File: config.mk
export PLATFORM = sky130hd
export DESIGN_NAME = bitonic_stream_out
export DESIGN_NICKNAME = d
export VERILOG_FILES = /design/src/rtl/bitonic_stream_out.sv
export SDC_FILE = /design/constraint.sdc
export NUM_CORES = 1
export LEC_CHECK = 0
export CORE_MARGIN = 10
export CORE_UTILIZATION = 55
export CTS_CLUSTER_SIZE = 16
export DETAILED_ROUTE_END_ITERATION = 6
export PLACE_DENSITY_LB_ADDON = 0.12
export REMOVE_ABC_BUFFERS = 1
export SLEW_MARGIN = 20
export SYNTH_ARGS = -nofsm -noshare
export SYNTH_HDL_FRONTEND = slang
export SYNTH_SLANG_ARGS = --single-unit
File: constraint.sdc
create_clock -name clk -period 13.7 [get_ports clk]
set_input_delay 2.74 -clock clk [delete_from_list [all_inputs] [get_ports clk]]
set_output_delay 2.74 -clock clk [all_outputs]
set_load 0.02 [all_outputs]
File: src/rtl/bitonic_stream_out.sv
// bitonic_stream_out: parallel-to-serial output stage of the bitonic sorter.
// Takes one sorted vector through a valid/ready handshake and emits its
// elements one per cycle. A single pending buffer lets the next vector be
// accepted while the current one streams, so back-to-back vectors leave no
// bubbles on the output.
module bitonic_stream_out #(
  parameter int DATA_WIDTH = 16,
  parameter int NUM        = 8,
  parameter bit REVERSE    = 1'b0
) (
  input  logic                      clk,
  input  logic                      rst_n,
  input  logic                      in_valid,
  output logic                      in_ready,
  input  logic [DATA_WIDTH*NUM-1:0] in_data,
  output logic                      out_valid,
  input  logic                      out_ready,
  output logic [DATA_WIDTH-1:0]     out_data,
  output logic [$clog2(NUM)-1:0]    out_index,
  output logic                      out_last
);

  localparam int IDX_W = $clog2(NUM);
  localparam logic [IDX_W-1:0] LAST_IDX = IDX_W'(NUM - 1);

  // Buffer occupancy: bit 1 is act_valid, bit 0 is pend_valid. 2'b01 is
  // unreachable and falls into the default recovery arm.
  typedef enum logic [1:0] {
    ST_EMPTY  = 2'b00,
    ST_STREAM = 2'b10,
    ST_FULL   = 2'b11
  } state_e;

  // Element i of a packed vector lines up with in_data bits
  // [DATA_WIDTH*(i+1)-1 -: DATA_WIDTH].
  typedef logic [NUM-1:0][DATA_WIDTH-1:0] vec_t;

  state_e           state_q, state_d;
  logic [IDX_W-1:0] cnt_q, cnt_d;
  vec_t             act_q, pend_q;

  logic act_valid, pend_valid;
  logic in_hs, out_hs, last_hs;
  logic load_act_in, load_act_pend, load_pend;

  assign act_valid  = (state_q == ST_STREAM) || (state_q == ST_FULL);
  assign pend_valid = (state_q == ST_FULL);

  // in_ready depends on registered state only, so upstream sees no
  // combinational path from out_ready or in_valid.
  assign in_ready = !pend_valid;
  assign in_hs    = in_valid && in_ready;
  assign out_hs   = act_valid && out_ready;
  assign last_hs  = out_hs && (cnt_q == LAST_IDX);

  // Next-state and buffer-load selection for the occupancy FSM.
  // NOTE: every always_comb output gets a default first so no path can leave
  // it unassigned and infer a latch; blocking '=' belongs here, '<=' in flops.
  always_comb begin
    state_d       = state_q;
    cnt_d         = cnt_q;
    load_act_in   = 1'b0;
    load_act_pend = 1'b0;
    load_pend     = 1'b0;
    unique case (state_q)
      ST_EMPTY: begin
        if (in_hs) begin
          state_d     = ST_STREAM;
          cnt_d       = '0;
          load_act_in = 1'b1;
        end
      end
      ST_STREAM: begin
        if (last_hs) begin
          cnt_d = '0;
          if (in_hs) begin
            // New vector replaces the finishing one on the same edge.
            load_act_in = 1'b1;
          end else begin
            state_d = ST_EMPTY;
          end
        end else begin
          if (out_hs) cnt_d = cnt_q + IDX_W'(1);
          if (in_hs) begin
            state_d   = ST_FULL;
            load_pend = 1'b1;
          end
        end
      end
      ST_FULL: begin
        // in_ready is low here, so no input handshake can occur.
        if (last_hs) begin
          state_d       = ST_STREAM;
          cnt_d         = '0;
          load_act_pend = 1'b1;
        end else if (out_hs) begin
          cnt_d = cnt_q + IDX_W'(1);
        end
      end
      default: begin
        state_d = ST_EMPTY;
        cnt_d   = '0;
      end
    endcase
  end

  // Occupancy state and element counter; reset discards both buffers.
  always_ff @(posedge clk or negedge rst_n) begin
    if (!rst_n) begin
      state_q <= ST_EMPTY;
      cnt_q   <= '0;
    end else begin
      state_q <= state_d;
      cnt_q   <= cnt_d;
    end
  end

  // Vector storage for the active and pending buffers.
  // NOTE: data registers carry no reset; the valid flags qualify them and
  // out_data is forced to zero whenever the active buffer is empty.
  always_ff @(posedge clk) begin
    if (load_act_in) begin
      act_q <= vec_t'(in_data);
    end else if (load_act_pend) begin
      act_q <= pend_q;
    end
    if (load_pend) begin
      pend_q <= vec_t'(in_data);
    end
  end

  assign out_valid = act_valid;
  assign out_index = REVERSE ? (LAST_IDX - cnt_q) : cnt_q;
  assign out_data  = act_valid ? act_q[out_index] : '0;
  assign out_last  = act_valid && (cnt_q == LAST_IDX);

endmodule
# Word-level counts from Yosys, hierarchy flattened
# Index checks and enable logic that the tools add are counted.
totals:
  regBits: 261
  in_bits: 132
  out_inout_bits: 22
  elab_cells: 61
classes:
  n_addsub: 1
  n_lt_le_gt_ge: 1
  eq_ne: 8
  mux: 22
  n_reduce_logical: 11
op_table:
  columns: ["op", "count"]
  rows:
  - ["2-to-1 mux 128 bit", 2]
  - ["binary-select mux 16 bit (select 3 bit)", 1]
  - ["2-to-1 mux 16 bit", 2]
  - ["2-to-1 mux 2 bit", 5]
  - ["2-to-1 mux 3 bit", 3]
  - ["2-to-1 mux 1 bit", 6]
  - ["!= test 3 bit, second input constant", 2]
  - ["one-hot mux 2 bit (3 select lines)", 1]
  - ["one-hot mux 3 bit (2 select lines)", 1]
  - ["== test 2 bit, second input constant", 2]
  - ["logical AND 1 bit", 4]
  - ["< comparator 3 x 4 -> 1 bit, second input constant", 1]
  - ["AND reduction 4 bit", 1]
  - ["adder 3 x 1 -> 3 bit, second input constant", 1]
  - ["== test 3 bit, second input constant", 1]
  - ["!= test 3 x 1 -> 1 bit, second input constant", 1]
  - ["logical NOT 2 bit", 1]
  - ["!= test 2 x 1 -> 1 bit, second input constant", 1]
  - ["!= test 2 bit, second input constant", 1]
  - ["one-hot mux 1 bit (2 select lines)", 1]
  - ["AND reduction 2 bit", 1]
  - ["nonzero test 2 bit", 1]
  - ["OR reduction 2 bit", 1]
  - ["logical NOT 1 bit", 1]
  - ["logical OR 1 bit", 1]

# Logic depth before layout (Yosys ltp)
# Gate-level depths: netlist (run 1).
logic_depth:
  ltp_word: 8
  ltp_mapped: 7
  mapped_depth_nobuf: 6

# Worst setup path before layout (run 1)
# Ideal clock, no wire load.
synth_path:
  kind: "input port to flip-flop"
  startpoint: "in out_ready"
  endpoint: "reg act_q[0] in the netlist's numbering, enable pin"
  setup_ps: 660
  arrival_time_ps: 9113
  required_ps: 13040
  setup_slack_ps: 3928
  cell_stages: 2
  n_path_buf: 0
  path_cell_list: "a31oi_2 > o22ai_1"
synth_between:
  elab_chain_cells: 5
  word_cells_on_any_way: 7
  cone_classes: "mux: 4; reduce/logical: 3"
synth_rtl:
  columns: ["element", "line", "rtl"]
  rows:
  - ["start: declaration", "17", "input logic out_ready,"]
  - ["logical AND 1 bit (*)", "53", "assign out_hs = act_valid && out_ready;"]
  - ["logical AND 1 bit (*)", "54", "assign last_hs = out_hs && (cnt_q == LAST_IDX);"]
  - ["2-to-1 mux 1 bit, on equally long branches", "74, 92", null]
  - ["one-hot mux 1 bit (2 select lines) / 2-to-1 mux 1 bit (equally long branches)", "65", "unique case (state_q)"]
  - ["nonzero test 2 bit (no line) (*)", null, null]
  - ["end signal: assignment", "123", "act_q <= vec_t'(in_data);"]
  - ["end signal: assignment", "125", "act_q <= pend_q;"]
  - ["end: declaration", "40", "vec_t act_q, pend_q;"]
# Mark *: on every way between the ends. The rest lies on a longest branch, timed or not.
# A chain may end at the register's enable or synchronous reset.

# Worst setup path in the final report (run 1)
layout_path:
  startpoint: "reg state_q[0]"
  endpoint: "out out_data[6]"
layout_between:
  elab_chain_cells: 3
  word_cells_on_any_way: 4
  cone_classes: "eq/ne: 2; mux: 1; reduce/logical: 1"
layout_rtl:
  columns: ["element", "line", "rtl"]
  rows:
  - ["start: declaration", "38", "state_e state_q, state_d;"]
  - ["start signal: assignment", "113", "state_q <= state_d;"]
  - ["== test 2 bit", "46", "assign act_valid = (state_q == ST_STREAM) || (state_q == ST_FULL);"]
  - ["logical OR 1 bit (*)", "46", null]
  - ["2-to-1 mux 16 bit (*)", "134", "assign out_data = act_valid ? act_q[out_index] : '0;"]
  - ["end: declaration", "18", "output logic [DATA_WIDTH-1:0] out_data,"]
# Marked as above.

==> results of run 1 <==
-- layer usage --
metal  track usage, %  vias up  wire length [um]
met5                0        -                 0
met4             3.68        0               369
met3             4.17       29              1360
met2             27.6      152             10700
met1             20.5     2683              8780
li1                 -     2391                 -
-- logic make-up after synthesis --
kind of cell / share of synthesized area [%]
flops: 70.8
mux: 23.1
buf+inv: 2.57
compound gates: 2.05
simple gates: 0.827
fa+ha+maj: 0.680
-- through the flow --
step / instances / setup WS [ns] / power, W / util, % / hold slack [ns]
floorplan: 476 / 3.93 / 0.00179 / - / 0.501
global placement: 902 / 7.94 / 0.00197 / 64.9 / 0.506
detailed placement: 902 / 7.83 / 0.00200 / 65.0 / 0.513
CTS: 953 / 7.90 / 0.00276 / 69.7 / 0.534
global route: 953 / 7.76 / 0.00285 / 69.7 / 0.552
finish: 953 / 7.93 / 0.00272 / 69.7 / 0.526
-- flip-flops by register name, indices dropped and copies added (netlist names) --
name       count
state_q        2
act_q        128
pend_q       128
out_index      3
-- cell type report --
class                      instances  area (sq um)
timing repair buffer             161          1590
fill                            1280          5930
tap                              265           332
inverter                           4          15.0
clock inverter                    19           193
sequential                       261          7820
clock buffer                      32           737
multi-input combinational        211          2980
-- final timing paths --
check                              from      endpoint  slack, ns  cells after the start
setup / recovery             state_q[0]   out_data[6]       7.93                      6
hold / removal              pend_q[108]    act_q[108]       0.53                      1
setup reg to reg           out_index[1]      act_q[0]       9.61                      7
hold reg to reg             pend_q[108]    act_q[108]       0.53                      1
max in group asynchronous         rst_n  out_index[1]      11.02                      1
min in group asynchronous         rst_n    state_q[1]       2.45                      1
-- Yosys cell counts (4+ instances only) --
library cell,number,share of area (%)
a22o_1,17,1.3
buf_2,5,0.23
buf_6,7,0.71
mux4_2,32,6.5
edfxtp_1,256,70
ha_1,6,0.68
buf_8,10,1.4
dfrtp_1,5,1.1
nand2_1,4,0.14
mux2_4,100,14
mux2_1,20,2.0
inv_1,4,0.14
nor2b_1,4,0.23
mux2_2,9,0.92
-- placed cells by master (no fill, tap or decap), types with 2 or more instances in the layout --
cell type,netlist,layout
a21oi_1,2,2
dfrtp_1,5,3
a22o_1,17,17
mux2_1,20,20
nor2_4,1,3
clkbuf_16,0,29
nor2b_1,4,3
buf_4,1,8
mux2_4,100,100
bufinv_16,0,4
ha_1,6,6
mux2_2,9,9
nand2_1,4,4
clkdlybuf4s50_1,0,153
edfxtp_1,256,256
clkinv_1,0,7
dfrtp_2,0,2
o21ai_0,3,3
clkbuf_1,2,3
inv_1,4,4
clkinv_2,0,7
mux4_2,32,32
-- power groups by stage --
stage          combinational [W]  clock [W]  sequential [W]
3_5_place_dp            0.000786          0         0.00121
3_3_place_gp            0.000765          0         0.00120
5_1_grt                 0.000834   0.000806         0.00121
2_1_floorplan           0.000548          0         0.00125
6_report                0.000775   0.000754         0.00120
4_1_cts                 0.000790   0.000770         0.00120
==> results.yml, run 1 <==
sta:
  fin_crit_ns: 5.77
  worstMarginPinSlew_ns: 1.06
  skew_ns: 0.00749
  finalSetupTns_ns: 0
  finalSetupViolCount: 0
  rsz0062_at_grt: "no"
  max_freq_mhz: 173
  relSlewSlack_pct: 29.5
  drv_slew: 0
  min_period_over_period_pct: 42.1
  hold_viol: 0
synth:
  synth_edf_count: 256
  ys_async_sr_fraction_pct: 1.92
  synth-seq-cells: 261
  yosysUniqueCellTypes: 30
  synth_warnings: 0
  synthFlopType: "edfxtp_1"
  synthesis.area_sq_um: 11000
  syn_area_per_cell_sq_um: 22.0
  syn_inst: 501
  yosysSeqAreaShare_pct: 70.8
detailed_routing:
  drt_iter0_markers: 353
  postRouteWirelength_mm: 21.2
  vias: 5255
  wl_per_cell_um: 22.3
  drc_errors: 0
  viasPerCell: 5.51
  detail-route-antenna-nets: 0
  drtPass1Iterations: 4
global_routing:
  grt_pass1_wl_mm: 33.6
  grt_overflow_total: 0
  grt_util_all_layers_pct: 16.2
  grt_antenna_before_repair: 0
  grt_pass1_vias: 5962
  grt_start_max_net_pins: 77
setup_path:
  cp_cell_sequence: "inv_1 > ha_1 > nor2_1 > nor2b_4 > a22o_1 > clkdlybuf4s50_1"
  cp-start-kind: "flop"
  worstPathArrival_ns: 3.03
  required_ns: 10.96
  slowest_stage: "clkdlybuf4s50_1"
  crit_buf_inv: 2
  path_max_fanout: 16
  critical_path_class: "reg2out"
  cpPeakStageDelay_ns: 0.63
  cpLargestDelayFamily: "simple AND/OR/NAND/NOR gates"
  cp-end-kind: "output port"
power_and_ir_drop:
  power_frac_seq_pct: 43.9
  ir_drop_uv: 118
  power.leakage_nw: 4.74
  switchingPower_w: 0.000729
  power.density_nw_per_um2: 199
  sw_frac_of_total_pct: 26.8
  p_int_w: 0.00200
  p_comb_share_pct: 28.4
  clockPowerShare_pct: 27.7
clocking:
  tritoncts: "done"
  post_cts_buffers: 0
  numClockSinks: 261
  numCtsBuffers: 28
  h-tree-depth: 1
  ctsResizeCount: 0
  clk_transition_reported_paths_ns: 0.06
  clockBufferDepth: 3
  clk_latency_ns: 0.53
  root_buffer: "clkbuf_16"
  cts_hold_buffers: 0
placed_design:
  portBuffers: 153
  dp_hpwl_mm: 13.4
  place_area_sq_um: 12700
  gp_congestion: 0.785
finish:
  stdcell_area_sq_um: 13700
  drive_gt1_share_pct: 28.9
  area_delta_synth_final_pct: 23.8
  diodes: 0
  nets: 805
die:
  fp.dieH_um: 162
  pin_count: 154
  die_area_sq_um: 26100
  start_util_pct: 56.3
  placementRows: 51
  die_w_um: 162
  core_area_sq_um: 19600
worst_hold_path:
  hold_path.class: "reg2reg"
flow_run:
  cap_viol_max_count: 0
status:
  status: "finished clean"
Note: power is estimated with default switching activity, not from simulation.
==> run 2, diff against run 1 <==
Settings changed: CORE_UTILIZATION 55 to 49.
Clock period 13.7 ns to 4.7 ns, I/O delays scaled along.
==> results.yml, run 2 (synthesis gave the netlist of run 1 again) <==
die:
  start_util_pct: 50.1
  die_w_um: 170
  placementRows: 54
  die_area_sq_um: 28900
  pin_count: 154
  fp.dieH_um: 170
  core_area_sq_um: 22000
global_routing:
  grt_pass1_vias: 5845
  grt_antenna_before_repair: 0
  grt_start_max_net_pins: 81
  grt_overflow_total: 0
  grt_pass1_wl_mm: 33.2
  grt_util_all_layers_pct: 14.6
placed_design:
  gp_congestion: 0.730
  portBuffers: 153
  place_area_sq_um: 12800
  dp_hpwl_mm: 13.9
setup_path:
  cp-start-kind: "flop"
  cpLargestDelayFamily: "buffers and inverters"
  cpPeakStageDelay_ns: 0.70
  cp-end-kind: "output port"
  slowest_stage: "nor2_2"
  crit_buf_inv: 3
  worstPathArrival_ns: 3.21
  path_max_fanout: 11
  required_ns: 3.76
  critical_path_class: "reg2out"
  cp_cell_sequence: "inv_1 > ha_1 > nor2_1 > nor2_2 > buf_4 > a22o_1 > clkdlybuf4s50_1"
detailed_routing:
  drtPass1Iterations: 4
  postRouteWirelength_mm: 21.3
  drc_errors: 0
  vias: 5202
  detail-route-antenna-nets: 0
  viasPerCell: 5.39
  drt_iter0_markers: 277
  wl_per_cell_um: 22.0
finish:
  diodes: 0
  area_delta_synth_final_pct: 23.2
  drive_gt1_share_pct: 28.1
  stdcell_area_sq_um: 13600
  nets: 809
  final_cell_mix: "256 x edfxtp_1, 153 x clkdlybuf4s50_1, 100 x mux2_4"
  final_common_cell: "edfxtp_1"
sta:
  finalSetupViolCount: 0
  fin_crit_ns: 4.15
  hold_viol: 0
  drv_slew: 0
  rsz0062_at_grt: "no"
  relSlewSlack_pct: 31.3
  min_period_over_period_pct: 88.2
  skew_ns: 0.0161
  max_freq_mhz: 241
  worstMarginPinSlew_ns: 1.03
clocking:
  root_buffer: "clkbuf_16"
  numCtsBuffers: 28
  clk_latency_ns: 0.53
  clockBufferDepth: 3
  ctsResizeCount: 0
  post_cts_buffers: 0
  clk_transition_reported_paths_ns: 0.06
  h-tree-depth: 1
  cts_hold_buffers: 0
  numClockSinks: 261
  tritoncts: "done"
power_and_ir_drop:
  power.density_nw_per_um2: 566
  clockPowerShare_pct: 25.0
  p_comb_share_pct: 29.6
  sw_frac_of_total_pct: 27.2
  power_frac_seq_pct: 45.4
  ir_drop_uv: 338
  total_power_w: 0.00770
  switchingPower_w: 0.00209
  power.leakage_nw: 4.70
  p_int_w: 0.00561
flow_run:
  cap_viol_max_count: 0
status:
  status: "finished clean"
worst_hold_path:
  hold_path.class: "reg2reg"
## run 2: cell types whose count changed in the layout (fill, tap and decap cells not counted), moves of 2 or more
cell / change
clkbuf_1: +4
clkinv_2: -5
buf_12: +2
bufinv_16: -4
## run 2: final cells by class
cell class              count  area (sq um)
repair buffers            165          1670
clock inverters             9          36.3
inverters                   4          15.0
well taps                 280           350
fillers                  1551          8420
multi-input cells         211          2970
clock buffers              36           752
flip-flops and latches    261          7820
## run 2: metrics by stage
step	util [%]	cells	TNS (ns)	hold WS [ns]	worst slack [ns]
3_5_place_dp	58.1	920	0	0.512	1.09
5_1_grt	61.8	966	0	0.530	0.381
3_3_place_gp	58.1	920	0	0.510	1.15
4_1_cts	61.6	965	0	0.529	0.532
2_1_floorplan	-	476	-1102.23	0.501	-4.46
6_report	61.8	966	0	0.525	0.553
## run 2: worst paths after layout
kind | from | to | slack, ns | cells past startpoint
min | pend_q[105] | act_q[105] | 0.53 | 1
max in group asynchronous | rst_n | out_index[1] | 3.84 | 1
max | state_q[0] | out_data[14] | 0.55 | 7
max reg2reg | out_index[0] | act_q[106] | 1.58 | 7
min in group asynchronous | rst_n | state_q[0] | 0.65 | 1
min reg2reg | pend_q[105] | act_q[105] | 0.53 | 1
## run 2: power groups by stage
stage | sequential [W] | combinational, W | clock (W)
global placement | 0.00354 | 0.00224 | 0
floorplan | 0.00363 | 0.00160 | 0
CTS | 0.00352 | 0.00231 | 0.00199
detailed placement | 0.00356 | 0.00230 | 0
finish | 0.00350 | 0.00228 | 0.00192
global route | 0.00356 | 0.00245 | 0.00208
## run 2: per-layer routing
layer,track usage [%],vias up,wire (um)
met5,0,-,0
met4,3.59,0,404
met3,3.59,31,1140
met2,24.4,131,10400
met1,18.9,2656,9300
li1,-,2384,-
==> run 3, diff against run 2 <==
Settings changed: HOLD_SLACK_MARGIN from default to 0.02.
==> results of run 3 <==
Same layout as run 2: the final DEF is identical, and so are final timing and power.
